$ cat src/rtl/hilo_acc_reg.sv
// HI/LO special-register unit: per-half writes, clear, and a two-cycle MADD/MSUB path.
// Define HILO_BYPASS_EN to forward accepted write data onto hi_fwd_o/lo_fwd_o in the same cycle.
module hilo_acc_reg #(
  parameter int unsigned WIDTH = 32
) (
  input  logic               clk,
  input  logic               rst,
  input  logic               op_valid,
  output logic               op_ready,
  input  logic [2:0]         op_mode,
  input  logic [WIDTH-1:0]   hi_i,
  input  logic [WIDTH-1:0]   lo_i,
  input  logic [2*WIDTH-1:0] prod_i,
  output logic [WIDTH-1:0]   hi_o,
  output logic [WIDTH-1:0]   lo_o,
  output logic [WIDTH-1:0]   hi_fwd_o,
  output logic [WIDTH-1:0]   lo_fwd_o,
  output logic               busy_o,
  output logic               acc_done_o
);

  localparam logic [2:0] OpWrHi   = 3'b001;
  localparam logic [2:0] OpWrLo   = 3'b010;
  localparam logic [2:0] OpWrBoth = 3'b011;
  localparam logic [2:0] OpMadd   = 3'b100;
  localparam logic [2:0] OpMsub   = 3'b101;
  localparam logic [2:0] OpClear  = 3'b110;

  typedef enum logic [1:0] {StIdle, StAccLo, StAccHi} state_e;

  state_e             state_q;
  logic [WIDTH-1:0]   hi_q;
  logic [WIDTH-1:0]   lo_q;
  logic [2*WIDTH-1:0] prod_q;
  logic               sub_q;
  logic               carry_q;
  logic               done_q;

  logic               accept;
  logic [WIDTH:0]     lo_sum;
  logic [WIDTH-1:0]   hi_sum;
  logic [WIDTH-1:0]   carry_ext;

  assign op_ready   = (state_q == StIdle);
  assign busy_o     = (state_q != StIdle);
  assign accept     = op_valid && op_ready;
  assign hi_o       = hi_q;
  assign lo_o       = lo_q;
  assign acc_done_o = done_q;

  // Bit WIDTH of the widened LO result is the carry (add) or borrow (sub) into HI.
  always_comb begin
    lo_sum    = '0;
    hi_sum    = '0;
    carry_ext = {{(WIDTH-1){1'b0}}, carry_q};
    if (sub_q) begin
      lo_sum = {1'b0, lo_q} - {1'b0, prod_q[WIDTH-1:0]};
      hi_sum = hi_q - prod_q[2*WIDTH-1:WIDTH] - carry_ext;
    end else begin
      lo_sum = {1'b0, lo_q} + {1'b0, prod_q[WIDTH-1:0]};
      hi_sum = hi_q + prod_q[2*WIDTH-1:WIDTH] + carry_ext;
    end
  end

  always_ff @(posedge clk) begin
    if (rst) begin
      state_q <= StIdle;
      hi_q    <= '0;
      lo_q    <= '0;
      prod_q  <= '0;
      sub_q   <= 1'b0;
      carry_q <= 1'b0;
      done_q  <= 1'b0;
    end else begin
      done_q <= 1'b0;
      case (state_q)
        StIdle: begin
          if (accept) begin
            case (op_mode)
              OpWrHi:   hi_q <= hi_i;
              OpWrLo:   lo_q <= lo_i;
              OpWrBoth: begin
                hi_q <= hi_i;
                lo_q <= lo_i;
              end
              OpMadd, OpMsub: begin
                prod_q  <= prod_i;
                sub_q   <= (op_mode == OpMsub);
                state_q <= StAccLo;
              end
              OpClear: begin
                hi_q <= '0;
                lo_q <= '0;
              end
              default: ;
            endcase
          end
        end
        StAccLo: begin
          lo_q    <= lo_sum[WIDTH-1:0];
          carry_q <= lo_sum[WIDTH];
          state_q <= StAccHi;
        end
        StAccHi: begin
          hi_q    <= hi_sum;
          done_q  <= 1'b1;
          state_q <= StIdle;
        end
        default: state_q <= StIdle;
      endcase
    end
  end

`ifdef HILO_BYPASS_EN
  // accept implies StIdle, so accumulate results never reach this mux early.
  always_comb begin
    hi_fwd_o = hi_q;
    lo_fwd_o = lo_q;
    if (accept) begin
      case (op_mode)
        OpWrHi:   hi_fwd_o = hi_i;
        OpWrLo:   lo_fwd_o = lo_i;
        OpWrBoth: begin
          hi_fwd_o = hi_i;
          lo_fwd_o = lo_i;
        end
        OpClear: begin
          hi_fwd_o = '0;
          lo_fwd_o = '0;
        end
        default: ;
      endcase
    end
  end
`else
  assign hi_fwd_o = hi_q;
  assign lo_fwd_o = lo_q;
`endif

endmodule

$ cat config.mk
export PLATFORM = sky130hd
export DESIGN_NAME = hilo_acc_reg
export DESIGN_NICKNAME = d
export VERILOG_FILES = /design/src/rtl/hilo_acc_reg.sv
export SDC_FILE = /design/constraint.sdc
export NUM_CORES = 1
export LEC_CHECK = 0
export CORE_AREA = 4 4 171 173
export DETAILED_ROUTE_END_ITERATION = 10
export DIE_AREA = 0 0 175 177
export GPL_TIMING_DRIVEN = 0
export PLACE_DENSITY_LB_ADDON = 0.2
export SETUP_SLACK_MARGIN = 0.05
export SLEW_MARGIN = 5
export SYNTH_ARGS = -nofsm -noshare
export SYNTH_HDL_FRONTEND = slang
export SYNTH_SLANG_ARGS = --single-unit
$ cat constraint.sdc
create_clock -name clk -period 7.26 [get_ports clk]
set_input_delay 0.726 -clock clk [delete_from_list [all_inputs] [get_ports clk]]
set_output_delay 0.726 -clock clk [all_outputs]
set_load 0.02 [all_outputs]
Word level (Yosys, flattened, before mapping)
Cells that the tools add are included.
{ "classes": {"n_addsub": 6, "mul": 0, "div": 0, "magnitude_cmp": 0, "n_eq_ne": 12, "shifts": 0, "n_mux": 12, "bitwise": 0, "n_reduce_logical": 12} }
{ "op_table": {"columns": ["op", "count"], "rows": [
  ["one-hot mux 32 bit (2 select lines)", 4],
  ["2-to-1 mux 32 bit", 3],
  ["adder 32 x 32 -> 33 bit", 1],
  ["2-to-1 mux 33 bit", 1],
  ["subtractor 32 x 32 -> 33 bit", 1],
  ["adder 32 x 1 -> 32 bit", 1],
  ["adder 32 bit", 1],
  ["subtractor 32 x 1 -> 32 bit", 1],
  ["subtractor 32 bit", 1],
  ["== test 3 bit, second input constant", 3],
  ["AND reduction 3 bit", 3],
  ["== test 3 x 2 -> 1 bit, second input constant", 2],
  ["!= test 3 x 2 -> 1 bit, second input constant", 2],
  ["nonzero test 2 bit", 3],
  ["OR reduction 2 bit", 3],
  ["2-to-1 mux 2 bit", 2],
  ["!= test 2 x 1 -> 1 bit, second input constant", 2],
  ["one-hot mux 2 bit (2 select lines)", 1],
  ["== test 3 x 1 -> 1 bit, second input constant", 1],
  ["== test 2 x 1 -> 1 bit, second input constant", 1],
  ["== test 2 bit, second input constant", 1],
  ["zero test 2 bit", 1],
  ["AND reduction 2 bit", 1],
  ["logical AND 1 bit", 1],
  ["2-to-1 mux 1 bit", 1]
]} }
{ "word_totals": {"register_bits": 133, "latchBits": 0, "ram_bits": 0, "romBits": 0, "inputBits": 134, "output_inout_bits": 131, "word_cells": 49, "memories": 0} }

Depth between registers and ports, before layout
{ "logic_depth": {"word_depth": 5, "mapped_depth": 17, "mapped_depth_nobuf": 17} }

Worst setup path after synthesis
OpenSTA, ideal clock, no wires.
{ "synth_timing": {"path_type": "reg2reg", "from": "register sub_q", "to": "register lo_q[26] (netlist: lo_fwd_o[26])", "setup_ns": 0.119, "arrival_time_ns": 3.380, "required_time_ns": 7.141, "path_slack_ns": 3.762, "stages_incl_launch_ff": 16, "n_path_buf": 3, "period_less_slack_ns": 3.498, "cell_sequence": "dfxtp_1 -> clkbuf_1 -> clkbuf_1 -> buf_1 -> nor2_1 -> xnor2_1 -> ha_1 -> and3_1 -> nand2_1 -> o2111a_1 -> o311ai_0 -> a41oi_1 -> nor2_1 -> and3_1 -> o32a_1 -> nand2_1"} }
{ "synth_via": {"elab_chain_cells": 2} }
{ "synth_lines": {"columns": ["item", "line", "text"], "rows": [
  ["from (decl)", "35", "logic sub_q;"],
  ["from (signal assigned)", "88", "sub_q <= (op_mode == OpMsub);"],
  ["2-to-1 mux 33 bit", "56", "if (sub_q) begin"],
  ["one-hot mux 32 bit (2 select lines)", "76", "case (state_q)"],
  ["to (signal assigned)", "81", "OpWrLo: lo_q <= lo_i;"],
  ["to (signal assigned)", "84", "lo_q <= lo_i;"],
  ["to (signal assigned)", "100", "lo_q <= lo_sum[WIDTH-1:0];"],
  ["to (decl)", "33", "logic [WIDTH-1:0] lo_q;"]
]} }
Every way passes these cells.
A chain may end at the register's enable or synchronous reset.

Worst setup path after layout
{ "layout_timing": {"from": "register sub_q", "to": "register lo_q[23] (netlist: lo_fwd_o[23])"} }
The elaborated chain is that of the path after synthesis.

==> summary.txt <==
Worst setup path
  • Critical path's slowest cell: sky130_fd_sc_hd__buf_1
  • CP endpoint kind: flip-flop
  • Critical Path Fanout Max: 10
  • Start-to-end type of the worst setup path: flip-flop to flip-flop
  • Required time of the worst setup path: 7.56 ns
  • Longest individual stage delay on the worst path: 0.72 ns
  • Cells on worst reg2reg path: 15
  • R2r setup slk: 1.96 ns
  • Worst endpoint data arrival time: 5.60 ns
  • Crit Reg-Reg Startpoint: sub_q
  • R2r endpoint: lo_fwd_o[23]
  • Cell Chain, Critical Path: clkbuf_1 -> clkbuf_1 -> buf_1 -> nor2_1 -> xnor2_1 -> ha_1 -> o211a_1 -> o31ai_1 -> a21oi_1 -> a31oi_1 -> nor4_1 -> o221ai_1 -> xnor2_1 -> a222oi_1 -> nor2_1
  • Critical Path Source Type: flip-flop

Floorplanning
  • Effective utilization at floorplan: 0.4459
  • Overall die height: 177 um
  • Die area: 30,980 um^2
  • Core footprint: 27,630 um^2
  • DIE WIDTH: 175 um
  • Count of standard-cell rows: 61
  • I/O pin count: 265

Timing
  • Worst hold slack after final layout: 0.4822 ns
  • Fin Setup TNS: 0 ns
  • Total of endpoints with negative setup slack in the final report: 0
  • Number of hold violations in the final report: 0
  • Maximum clock skew at final layout: 0.009495 ns
  • Worst Tran Pin Value: 1.165 ns
  • Final worst path period share: 0.7298
  • Final critical delay including setup and external delays: 5.299 ns
  • Maximum frequency from static timing analysis: 188.7 MHz
  • Unrepaired setup endpoints after global routing: false
  • Relative slew slack: 0.2235
  • Max-slew violation total from the final report: 0
  • Setup slack after layout: 1.961 ns

Outcome
  • Result of the run: complete, no violations

Flow run
  • Max-capacitance violation count: 0

Routing
  • Detailed-route wire length per cell: 20.34 um
  • 1st-pass router iterations: 7
  • 1st-iter DRT viols: 1,212
  • Antenna-violating nets left: 0
  • Wire length reported by the detailed router: 48.21 mm
  • DRC errors left: 0
  • Total vias in the final route: 13,420
  • Drt via density: 5.661

CTS
  • Buffer type at the clock tree root: sky130_fd_sc_hd__clkbuf_16
  • TritonCTS clock tree: yes
  • CTS H-tree depth: 4
  • Post-CTS setup buffer count: 0
  • Maximum clock insertion buffer count: 2
  • Clock-pin slew reported for the worst setup and hold paths after clock tree synthesis: 0.07 ns
  • Number of clock sinks: 133
  • Clock latency reported for the late side of the worst-skew pair: 0.44 ns
  • # resized after CTS: 0
  • Count of hold buffers inserted by post-cts repair: 0
  • Total CTS buffers: 17

Cells and area
  • Highest-count cells in the layout ignoring fill and taps: sky130_fd_sc_hd__clkdlybuf4s50_1, sky130_fd_sc_hd__nand2_1, sky130_fd_sc_hd__a21oi_1
  • Layout Area Growth over Synthesis: 30.39%
  • Net total in the final layout: 2,241
  • Number of filler instances in the final layout: 2,709
  • Number of standard cells in the final layout excluding fillers: 2,370
  • Fraction of layout cells with a size suffix above 1: 0.06074
  • Most common cell after layout, fill and taps aside: sky130_fd_sc_hd__clkdlybuf4s50_1
  • Diode insertion count for antenna repair: 0

Synth
  • Number of nets produced by synthesis: 1,958
  • Top flip-flop cell by instance count after synthesis: sky130_fd_sc_hd__dfxtp_1
  • Sequential cell area fraction in the yosys report: 0.2161
  • Number of enable-type register cells in the synthesized netlist: 0
  • Number of synthesis warnings: 0
  • Share of flip-flops with an asynchronous set or reset: 0
  • FF+latch count, synth: 133
  • Netlist cell types: 75
  • Syn_area_per_cell: 7.264 um^2
  • Post-synthesis cell count: 1,696
  • Mapped Area: 12,320 um^2

GRT
  • Remaining global-route overflow: 0
  • Global-route wire length before repair: 72.91 mm
  • Overall global routing resource usage: 0.3018
  • Number of antenna violations at the first check in global routing: 0
  • Via count of the first global-routing pass: 13,210
  • Pin count of the biggest net entering global routing: 17

Power and ir drop
  • Worst IR Drop VDD: 0.1616 mV
  • Leakage power summed over all cells: 6.608 nW
  • Cell Pwr Density: 189.5 nW/um^2
  • Overall power: 3.044 mW

Placed design
  • Sum of net half-perimeters after detailed placement: 38.77 mm
  • Count of buffers inserted at the top-level ports: 264
  • Number of placed instances, taps included: 2,338
  • Setup slack after placement: 2.115 ns
  • GP Congestion: 0.9837

Worst hold path
  • Min-Delay Path Class: flip-flop to flip-flop
  • Capture endpoint of the worst hold path: prod_q[34]
  • Hold depth: 2
  • Startpoint of the tightest hold check path: prod_q[34]
[state kept, by name (all words and copies together) (netlist names)]
name,cells
carry_q,1
prod_q,64
sub_q,1
state_q,2
acc_done_o,1
lo_fwd_o,32
hi_fwd_o,32
[final cells by class]
type | count | area [um^2] | area share
multi-input cells | 1298 | 8419 | 0.5241
plain buffers | 138 | 762.0 | 0.04743
clock inverters | 15 | 203.9 | 0.01269
flip-flops and latches | 133 | 2663 | 0.1657
clock buffers | 17 | 425.4 | 0.02648
repair buffers | 264 | 2643 | 0.1645
well taps | 378 | 473.0 | 0.02944
inverters | 127 | 476.7 | 0.02967
[worst max-delay path: cells and delay by family, from the launching register on]
family                     cells  cell delay (ns)
xor gates and xnor gates       2             0.41
and+or+nand+nor                3             0.66
AOI/OAI and AO/OA              6             1.48
DFF                            1             0.31
adders and majority gates      1             0.37
buffers and inverters          3             1.92
[worst max-delay path by stage]
stage / startpoint / cells after the start / end / slack, ns
floorplan: sub_q / 15 / lo_fwd_o[26] / 3.76
global placement: sub_q / 14 / lo_fwd_o[28] / 2.06
detailed placement: sub_q / 14 / lo_fwd_o[28] / 2.11
CTS: sub_q / 14 / lo_fwd_o[28] / 2.08
global route: sub_q / 15 / lo_fwd_o[26] / 1.65
finish: sub_q / 15 / lo_fwd_o[23] / 1.96
[cell usage after synthesis, types with 11 or more instances]
cell / n / share of area
sky130_fd_sc_hd__nor4_1: 11 / 0.0056
sky130_fd_sc_hd__nor2_1: 152 / 0.046
sky130_fd_sc_hd__clkbuf_1: 62 / 0.019
sky130_fd_sc_hd__and3_1: 18 / 0.0091
sky130_fd_sc_hd__nor2b_1: 15 / 0.0076
sky130_fd_sc_hd__o31ai_1: 15 / 0.0091
sky130_fd_sc_hd__xnor2_1: 83 / 0.059
sky130_fd_sc_hd__a31oi_1: 21 / 0.011
sky130_fd_sc_hd__ha_1: 123 / 0.12
sky130_fd_sc_hd__buf_4: 64 / 0.039
sky130_fd_sc_hd__nand2b_1: 20 / 0.010
sky130_fd_sc_hd__a222oi_1: 20 / 0.016
sky130_fd_sc_hd__nand2_1: 215 / 0.066
sky130_fd_sc_hd__nor3_1: 31 / 0.013
sky130_fd_sc_hd__o21bai_1: 12 / 0.0073
sky130_fd_sc_hd__a211oi_1: 27 / 0.016
sky130_fd_sc_hd__a21o_1: 32 / 0.019
sky130_fd_sc_hd__o21ai_0: 64 / 0.026
sky130_fd_sc_hd__dfxtp_1: 133 / 0.22
sky130_fd_sc_hd__inv_1: 126 / 0.038
sky130_fd_sc_hd__nand3_1: 37 / 0.015
sky130_fd_sc_hd__a21oi_1: 213 / 0.087
sky130_fd_sc_hd__xor2_1: 25 / 0.018
[power breakdown]
part           switching (mW)  leakage [nW]  internal, mW
Clock                   0.380         0.296         0.577
Sequential             0.0474          1.08         0.765
Combinational           0.718          5.23         0.557
[stage by stage]
step	util	area, um^2
floorplan	-	12320
global placement	0.5587	15440
detailed placement	0.5587	15440
CTS	0.5815	16070
global route	0.5815	16070
finish	0.5815	16070
[metal layers]
| metal | vias to the layer above | wire [um] | global-route usage | share of wire |
|---|---|---|---|---|
| met5 | - | 0 | 0 | 0 |
| li1 | 6487 | - | - | - |
| met2 | 539 | 22870 | 0.5138 | 0.47 |
| met4 | 0 | 1889 | 0.1270 | 0.039 |
| met1 | 6295 | 20480 | 0.3814 | 0.42 |
| met3 | 95 | 2965 | 0.04743 | 0.062 |
[logic make-up after synthesis]
logic type / synth area share
fa+ha+maj: 0.1330
mux: 0.004875
flops: 0.2161
xor+xnor: 0.07677
buf+inv: 0.1005
compound gates: 0.2705
simple gates: 0.1981
(Power assumes the default switching activity.)
